==> config.mk <==
export PLATFORM = sky130hd
export DESIGN_NAME = imm_encode
export DESIGN_NICKNAME = d
export VERILOG_FILES = /design/src/rtl/imm_encode.sv
export SDC_FILE = /design/constraint.sdc
export NUM_CORES = 1
export LEC_CHECK = 0
export CAP_MARGIN = 20
export CORE_ASPECT_RATIO = 0.9
export CORE_UTILIZATION = 40
export CTS_CLUSTER_DIAMETER = 30
export DETAILED_ROUTE_END_ITERATION = 6
export PLACE_DENSITY_LB_ADDON = 0.12
export SLEW_MARGIN = 20
export SYNTH_ARGS = -nofsm -noshare
export SYNTH_HDL_FRONTEND = slang
export SYNTH_SLANG_ARGS = --single-unit
==> constraint.sdc <==
create_clock -name clk -period 2.6 [get_ports clk]
set_input_delay 0.65 -clock clk [delete_from_list [all_inputs] [get_ports clk]]
set_output_delay 0.65 -clock clk [all_outputs]
set_load 0.03 [all_outputs]
==> src/rtl/imm_encode.sv <==
// imm_encode: packs an immediate into a RISC-V instruction template behind a 1-cycle, skid-buffered valid/ready pipe
module imm_encode (
    input  logic        clk,
    input  logic        rst_n,
    input  logic        in_valid,
    output logic        in_ready,
    input  logic [2:0]  imm_type,
    input  logic [31:0] imm,
    input  logic [31:0] base,
    output logic        out_valid,
    input  logic        out_ready,
    output logic [31:0] inst,
    output logic        err,
    input  logic        clr_cnt,
    output logic [15:0] err_cnt
);
    localparam logic [2:0] RTYPE   = 3'd0;
    localparam logic [2:0] ITYPE   = 3'd1;
    localparam logic [2:0] STYPE   = 3'd2;
    localparam logic [2:0] BTYPE   = 3'd3;
    localparam logic [2:0] UTYPE   = 3'd4;
    localparam logic [2:0] JTYPE   = 3'd5;
    localparam logic [2:0] CSRTYPE = 3'd6;

    logic [31:0] mask, field, enc_inst;
    logic        enc_err;
    logic        sx11, sx12, sx20;
    logic        out_valid_q, err_q, skid_full_q, skid_err_q;
    logic [31:0] inst_q, skid_inst_q;
    logic [15:0] err_cnt_q, err_cnt_d;
    logic        accept, drain, out_free;

    // Upper bits must be a pure sign extension of the field's top bit
    assign sx11 = &imm[31:11] | ~|imm[31:11];
    assign sx12 = &imm[31:12] | ~|imm[31:12];
    assign sx20 = &imm[31:20] | ~|imm[31:20];

    assign accept   = in_valid && in_ready;
    assign drain    = out_valid_q && out_ready;
    assign out_free = !out_valid_q || out_ready;

    // Select the immediate field positions and value for the type; errors blank the field
    always_comb begin
        mask    = 32'h0;
        field   = 32'h0;
        enc_err = 1'b0;
        case (imm_type)
            RTYPE: ;
            ITYPE: begin
                mask    = 32'hFFF0_0000;
                field   = {imm[11:0], 20'h0};
                enc_err = !sx11;
            end
            STYPE: begin
                mask    = 32'hFE00_0F80;
                field   = {imm[11:5], 13'h0, imm[4:0], 7'h0};
                enc_err = !sx11;
            end
            BTYPE: begin
                mask    = 32'hFE00_0F80;
                field   = {imm[12], imm[10:5], 13'h0, imm[4:1], imm[11], 7'h0};
                enc_err = !sx12 || imm[0];
            end
            UTYPE: begin
                mask    = 32'hFFFF_F000;
                field   = {imm[31:12], 12'h0};
                enc_err = |imm[11:0];
            end
            JTYPE: begin
                mask    = 32'hFFFF_F000;
                field   = {imm[20], imm[10:1], imm[11], imm[19:12], 12'h0};
                enc_err = !sx20 || imm[0];
            end
            CSRTYPE: begin
                mask    = 32'h000F_8000;
                field   = {12'h0, imm[4:0], 15'h0};
                enc_err = |imm[31:5];
            end
            default: enc_err = 1'b1;
        endcase
        enc_inst = (base & ~mask) | (enc_err ? 32'h0 : field);
    end

    // Saturating error counter; clear wins over a coincident increment
    always_comb begin
        err_cnt_d = err_cnt_q;
        if (drain && err_q && err_cnt_q != 16'hFFFF) err_cnt_d = err_cnt_q + 16'd1;
        if (clr_cnt) err_cnt_d = 16'h0;
    end

    // Output stage refills from the skid first to keep order, otherwise straight from the input
    always_ff @(posedge clk or negedge rst_n) begin
        if (!rst_n) begin
            out_valid_q <= 1'b0;
            inst_q      <= 32'h0;
            err_q       <= 1'b0;
            skid_full_q <= 1'b0;
            skid_inst_q <= 32'h0;
            skid_err_q  <= 1'b0;
            err_cnt_q   <= 16'h0;
        end else begin
            if (out_free) begin
                out_valid_q <= skid_full_q || accept;
                if (skid_full_q) begin
                    inst_q <= skid_inst_q;
                    err_q  <= skid_err_q;
                end else if (accept) begin
                    inst_q <= enc_inst;
                    err_q  <= enc_err;
                end
            end else if (accept) begin
                skid_inst_q <= enc_inst;
                skid_err_q  <= enc_err;
            end
            skid_full_q <= !out_free && (skid_full_q || accept);
            err_cnt_q   <= err_cnt_d;
        end
    end

    assign in_ready  = !skid_full_q;
    assign out_valid = out_valid_q;
    assign inst      = inst_q;
    assign err       = err_q;
    assign err_cnt   = err_cnt_q;
endmodule

==> run summary, run 1 <==
Cell-internal power - 0.002852 W
Clk pwr share - 0.301
CTS tree - built
Clock Path Buffers - 2
Sequential power share - 0.400
CP Class - in2reg
Crit path time final - 2.468 ns
Ports - 123
Core area - 10860 um2
Global-route usage over all layers - 0.2337
Worst-path cell chain - clkdlybuf4s50_1, or4_1, o31ai_2, a31oi_1, a21oi_4, buf_12, a21boi_0, a211o_1
Crit-path leading delay family - compound AO/OA/AOI/OAI gates
Grt ovf - 0
Worst Hold Class - in2async
Startpoint types - input port
N_diodes - 0
Fin crit share - 0.9491
Synthesis-to-layout area growth - 45.81%
Register area share after synthesis - 0.4690
Clock tree sinks - 84
Rel. slew slack - 0.5855
Num CTS Buffers - 9
DR vias/cell - 5.431
DIE AREA - 11630 um2
Port-buffer cells - 122
Switching Share - 0.3168
Reg2reg start - err_cnt[7]
Worst Path Required - 2.82 ns
Switching power - 0.001323 W
Layout Skew - 0.006283 ns
Final Non-Filler Cells - 792
Setup Viol. Count Final - 0
Slowest CP cell - or4_1
Largest net degree at the start of global routing - 57
Effective utilization at floorplan - 0.4129
RSZ-0062 raised after global routing - no
Final Max Tran Viols - 0
Arr. time, crit path - 2.69 ns
CP bufs+invs - 2
Via count - 4301
Initial antenna violation count - 0
Post-synth ARST share - 1.000
Combinational share of power - 0.299
Post-DR wirelength/cell - 16.42 um
Pwr per Cell Area - 638.8 nW/um2
DP Wirelength - 9.387 mm
Tightest Pin Transition - 0.6199 ns
Clock-pin transition on the worst setup and hold timing paths - 0.06 ns
Antenna Nets Post-Route - 0
Synthesized area per cell - 9.337 um2
Worst setup EP type - register
Number of synthesized flops with an enable pin - 0
Share of cells above drive strength 1 - 0.1578
Min Hold Slack - 0.2298 ns
Max_cap viols - 0
Syn. warnings - 0
Critical path's largest stage delay - 0.54 ns
Pleak - 2.586 nW
Worst-Skew Late Latency - 0.34 ns
Fillers - 953
Final hold viol count - 0
DRT Wirelength - 13.00 mm
Status - complete, no violations
Clk root buf - clkbuf_16
Fmax - 405.2 MHz
Die Y - 102.4 um
Cell area after synthesis - 4482 um2
First-pass GRT wire length - 21.18 mm
Mapped Nets - 553
DRC viols - 0
Synth Instances - 480
Vias in the first global route - 4213
Post-Place Cells - 777
Final Net Count - 709
Die Width - 113.6 um
Netlist cell types - 45
DRT Pass-1 Iters - 5
Initial DRC count - 303
Worst-path fanout max - 16
Main synth FF type - dfrtp_1
Max VDD drop - 0.3133 mV
Site Rows - 36
GP Congestion - 0.8795
H-tree depth - 3
CP startpoint - imm[11]
#FFs+latches synth - 84
-- worst register-to-register path: stages (launching register included) --
cell and delay [ns]:
dfrtp_1 0.44, and4_1 0.28, and4_1 0.35, nand3_1 0.11
o21ai_0 0.33, mux2i_1 0.23, nor2_1 0.05
-- cell usage in the layout, fill, tap and decap left out, types with 2 or more instances in the layout --
cell type        count
nor3_1               4
nand2_1             23
o21ai_0             47
a211oi_1             2
clkinvlp_4           2
inv_1                6
mux2_2               9
nor2b_1             17
nor2_1              50
a41oi_2              7
a22o_1               8
clkdlybuf4s50_1    121
or3_1               25
and3_1               3
a22oi_1             10
or4_1                3
and4_1               3
nor4_1               4
a31oi_1             20
xor2_1              11
a32oi_1              2
clkbuf_16            9
a41oi_1              7
dfrtp_1             84
nand2b_1             4
nand4_1             12
buf_4               54
clkinv_2             2
a21oi_1             42
nand3_1              8
mux2i_1              8
buf_12               4
and2_1               8
xnor2_1              2
buf_6                2
-- what timing repair did --
| item | 4_1_cts | 5_1_grt |
|---|---|---|
| setup endpoints to repair | 0 | 14 |
| resized for setup | 0 | 5 |
| buffers inserted | 0 | 0 |
| hold buffers | 0 | 0 |
-- synth_stat cells, drive strengths merged, types with 9 or more instances --
master | n | area [um2]
dfrtp | 84 | 2102
nor2 | 51 | 191.4
o21ai | 48 | 240.2
a21oi | 43 | 226.5
clkbuf | 26 | 97.59
or3 | 25 | 156.4
nand2 | 23 | 86.33
a31oi | 20 | 125.1
nor2b | 18 | 112.6
a41oi | 14 | 175.2
nand4 | 12 | 75.07
xor2 | 11 | 96.34
a22oi | 10 | 75.07
buf | 10 | 66.31
mux2 | 9 | 101.4
-- power groups by stage --
stage          Sequential [W]  Clock [W]  Combinational (W)
4_1_cts               0.00167    0.00129            0.00125
6_report              0.00167    0.00125            0.00125
3_5_place_dp          0.00170          0            0.00124
2_1_floorplan         0.00191          0           0.000422
3_3_place_gp          0.00169          0            0.00122
5_1_grt               0.00170    0.00134            0.00135
-- state kept, by name, summed over array words and instances (netlist names) --
signal and flops:
err 1, err_cnt 16, inst 32, out_valid 1, skid_err_q 1, skid_full_q 1
skid_inst_q 32
-- path summary, 6_finish.rpt --
path	to	slack (ns)	depth (start not counted)
max in group asynchronous	inst[17]	1.75	2
setup / recovery	err	0.13	8
setup reg to reg	err_cnt[1]	0.67	6
hold reg to reg	inst[2]	0.47	2
hold / removal	inst[2]	0.23	1
min in group clk	inst[2]	0.47	2
-- cells by family after synthesis --
kind of cell / count (synthesis) / share of synthesized area
XOR/XNOR: 13 / 0.02540
adder cells (fa/ha/maj): 1 / 0.002791
flip-flops: 84 / 0.4690
buffers and inverters: 42 / 0.04159
AND/OR/NAND/NOR: 169 / 0.1949
multiplexers: 17 / 0.04048
AO/OA/AOI/OAI: 154 / 0.2259
-- cell type report --
type                       count  area, um2  share of cell area
timing repair buffer         181       1719              0.2631
inverter                       6      22.52            0.003446
sequential                    84       2102              0.3217
multi-input combinational    354       2212              0.3385
clock buffer                   9      225.2             0.03446
tap                          152      190.2             0.02910
clock inverter                 6      63.81            0.009764
-- through the flow --
step | instance area, um2 | total power [W] | util | setup TNS [ns] | setup slack, ns
after detailed placement | 6228 | 0.002938 | 0.5738 | -7.376 | -0.2589
after global placement | 6228 | 0.002909 | 0.5738 | -5.194 | -0.1729
final | 6535 | 0.004175 | 0.6020 | 0 | 0.1323
after CTS | 6518 | 0.004212 | 0.6004 | 0 | 0.09659
after global routing | 6535 | 0.004382 | 0.6020 | 0 | 0.01758
after floorplan | 4482 | 0.002330 | - | 0 | 0.3486
-- metal layers --
layer	up-vias	share of wire	GRT usage
met3	12	0.053	0.04508
met2	153	0.48	0.3917
met4	0	0.013	0.07085
met5	-	0	0
met1	2055	0.46	0.3081
li1	2081	-	-
(Power assumes the default switching activity.)
==> inputs of run 2 (changes only) <==
--- a/config.mk
+++ b/config.mk
@@ -11,6 +11,7 @@
 export CTS_CLUSTER_DIAMETER = 30
 export DETAILED_ROUTE_END_ITERATION = 6
 export PLACE_DENSITY_LB_ADDON = 0.12
+export SETUP_SLACK_MARGIN = 0.3
 export SLEW_MARGIN = 20
 export SYNTH_ARGS = -nofsm -noshare
 export SYNTH_HDL_FRONTEND = slang
==> run 2 against run 1 <==
Net effect: hold slack got worse by 0.0023 ns; final area increased by 3.6%; routed wire length increased by 2.3%; sequential power about the same; final cell count increased by 0.63%; sequential share of layout area decreased by 1.1 points; critical path depth increased by 1; combinational power increased by 4%; via count increased by 0.84%; largest power group unchanged; worst setup slack improved by 0.22 ns; clock power about the same.
==> run summary, run 2 (same netlist as run 1, synthesis figures left out) <==
Status - complete, no violations (unchanged)
CP Class - in2reg (unchanged)
Worst Path Required - 2.87 ns (was 2.82 ns)
Most frequent cells in the layout - clkdlybuf4s50_1 (94), dfrtp_1 (84), buf_4 (56) (was clkdlybuf4s50_1 (121), dfrtp_1 (84), buf_4 (54))
Grt ovf - 0 (unchanged)
Rel. slew slack - 0.5854 (was 0.5855)
Synthesis-to-layout area growth - 51.01% (was 45.81%)
Final Max Tran Viols - 0 (unchanged)
Largest net degree at the start of global routing - 57 (unchanged)
Worst-Skew Late Latency - 0.34 ns (about the same)
Reg2reg start - err_cnt[7] (unchanged)
Final hold viol count - 0 (unchanged)
DP Wirelength - 9.387 mm (unchanged)
Initial DRC count - 294 (was 303)
Core area - 10860 um2 (unchanged)
H-tree depth - 3 (unchanged)
Fin crit share - 0.8626 (was 0.9491)
Tightest Pin Transition - 0.6200 ns (was 0.6199 ns)
Die Width - 113.6 um (unchanged)
Effective utilization at floorplan - 0.4129 (unchanged)
Worst Hold Class - in2async (unchanged)
Placed cell area - 6228 um2 (unchanged)
DR vias/cell - 5.442 (was 5.431)
Crit path time final - 2.243 ns (was 2.468 ns)
DRT Pass-1 Iters - 4 (was 5)
Fillers - 926 (was 953)
Worst-path cell chain - clkdlybuf4s15_1, or4_4, o31ai_4, a31oi_2, a21oi_4, buf_12, buf_16, a41oi_2, a21oi_1 (was clkdlybuf4s50_1, or4_1, o31ai_2, a31oi_1, a21oi_4, buf_12, a21boi_0, a211o_1)
Multi-input logic area - 2381 um2 (was 2212 um2)
Via count - 4337 (was 4301)
Register area - 2102 um2 (unchanged)
Worst-path fanout max - 7 (was 16)
CTS tree - built (unchanged)
Post-DR wirelength/cell - 16.68 um (was 16.42 um)
Pleak - 2.740 nW (was 2.586 nW)
Setup Viol. Count Final - 0 (unchanged)
DIE AREA - 11630 um2 (unchanged)
Layout Skew - 0.006073 ns (was 0.006283 ns)
Die Y - 102.4 um (unchanged)
RSZ-0062 raised after global routing - no (unchanged)
Critical path's largest stage delay - 0.50 ns (was 0.54 ns)
Clock tree sinks - 84 (unchanged)
Max_cap viols - 0 (unchanged)
Num CTS Buffers - 9 (unchanged)
Max VDD drop - 0.3169 mV (was 0.3133 mV)
Worst R2R Setup Slack - 0.67 ns (about the same)
CP startpoint - imm[1] (was imm[11])
Fmax - 445.9 MHz (was 405.2 MHz)
Clock-pin transition on the worst setup and hold timing paths - 0.06 ns (about the same)
Clk root buf - clkbuf_16 (unchanged)
Ports - 123 (unchanged)
Commonest non-fill, non-tap cell in the layout - clkdlybuf4s50_1 (unchanged)
Antenna Nets Post-Route - 0 (unchanged)
Vias in the first global route - 4253 (was 4213)
Core occupancy in the finished layout - 0.6234 (was 0.6020)
Pwr per Cell Area - 626.1 nW/um2 (was 638.8 nW/um2)
Port-buffer cells - 122 (unchanged)
First-pass GRT wire length - 21.38 mm (was 21.18 mm)
GP Congestion - 0.8795 (unchanged)
Site Rows - 36 (unchanged)
Initial antenna violation count - 0 (unchanged)
Startpoint types - input port (unchanged)
Clock Path Buffers - 2 (unchanged)
Arr. time, crit path - 2.51 ns (was 2.69 ns)
Worst setup EP type - register (unchanged)
DRT Wirelength - 13.30 mm (was 13.00 mm)
Final Net Count - 714 (was 709)
Setup Total Neg Slack - 0 ns (unchanged)
Slowest CP cell - or4_4 (was or4_1)
Global-route usage over all layers - 0.2361 (was 0.2337)
Share of cells above drive strength 1 - 0.2031 (was 0.1578)
Post-Place Cells - 777 (unchanged)
Hold Buf Count CTS - 0 (unchanged)
N_diodes - 0 (unchanged)
Min Hold Slack - 0.2275 ns (was 0.2298 ns)
Final Non-Filler Cells - 797 (was 792)
DRC viols - 0 (unchanged)
Post-route cell area - 6768 um2 (was 6535 um2)
run 2: area by class of cell:
cell class / instances / area share
multi-input combinational: 354 / 0.3518
sequential: 84 / 0.3106
timing repair buffer: 186 / 0.2634
clock buffer: 9 / 0.03328
tap: 152 / 0.02810
clock inverter: 6 / 0.009429
inverter: 6 / 0.003328
run 2: what timing repair did:
action,in CTS,in global routing
setup buffers,3,0
cloned,2,0
resized for setup,31,49
endpoints found under the hold margin,0,0
endpoints found under the setup margin,51,52
pin swaps,14,25
run 2: routing by layer:
metal  wire length, um  track usage  part of all wire
met2              6378       0.3977              0.48
met4               174      0.07895             0.013
met5                 0            0                 0
met3               677      0.04448             0.051
met1              6067       0.3074              0.46
run 2: through the flow:
step | worst slack, ns | total power [W]
after global routing | 0.2920 | 0.004433
after global placement | -0.1729 | 0.002909
after floorplan | 0.3486 | 0.002330
after detailed placement | -0.2589 | 0.002938
after CTS | 0.3033 | 0.004227
final | 0.3572 | 0.004237
run 2: path summary, 6_finish.rpt:
path,endpoint,depth (start not counted)
min in group clk,inst[2],2
worst min register to register,inst[2],2
max in group asynchronous,skid_inst_q[7],2
worst max-delay path,skid_inst_q[24],9
worst max register to register,err_cnt[1],6
worst min-delay path,inst[2],1
run 2: where the power goes:
group          internal, W  switching, W  leakage, nW  total [W]
clock network     0.000738      0.000526        0.138    0.00126
registers          0.00155      0.000127         1.01    0.00167
logic             0.000590      0.000710         1.60    0.00130
run 2: worst max-delay path, delay by kind of cell:
kind	cells	cell delay, ns
compound gates	5	0.89
buf+inv	3	0.46
simple gates	1	0.50
==> inputs of run 3 (changes only) <==
--- a/config.mk
+++ b/config.mk
@@ -5,7 +5,7 @@
 export SDC_FILE = /design/constraint.sdc
 export NUM_CORES = 1
 export LEC_CHECK = 0
-export CAP_MARGIN = 20
+export CAP_MARGIN = 30
 export CORE_ASPECT_RATIO = 0.9
 export CORE_UTILIZATION = 40
 export CTS_CLUSTER_DIAMETER = 30
==> results of run 3 <==
No change in the layout: final DEF, timing and power equal those of run 2.
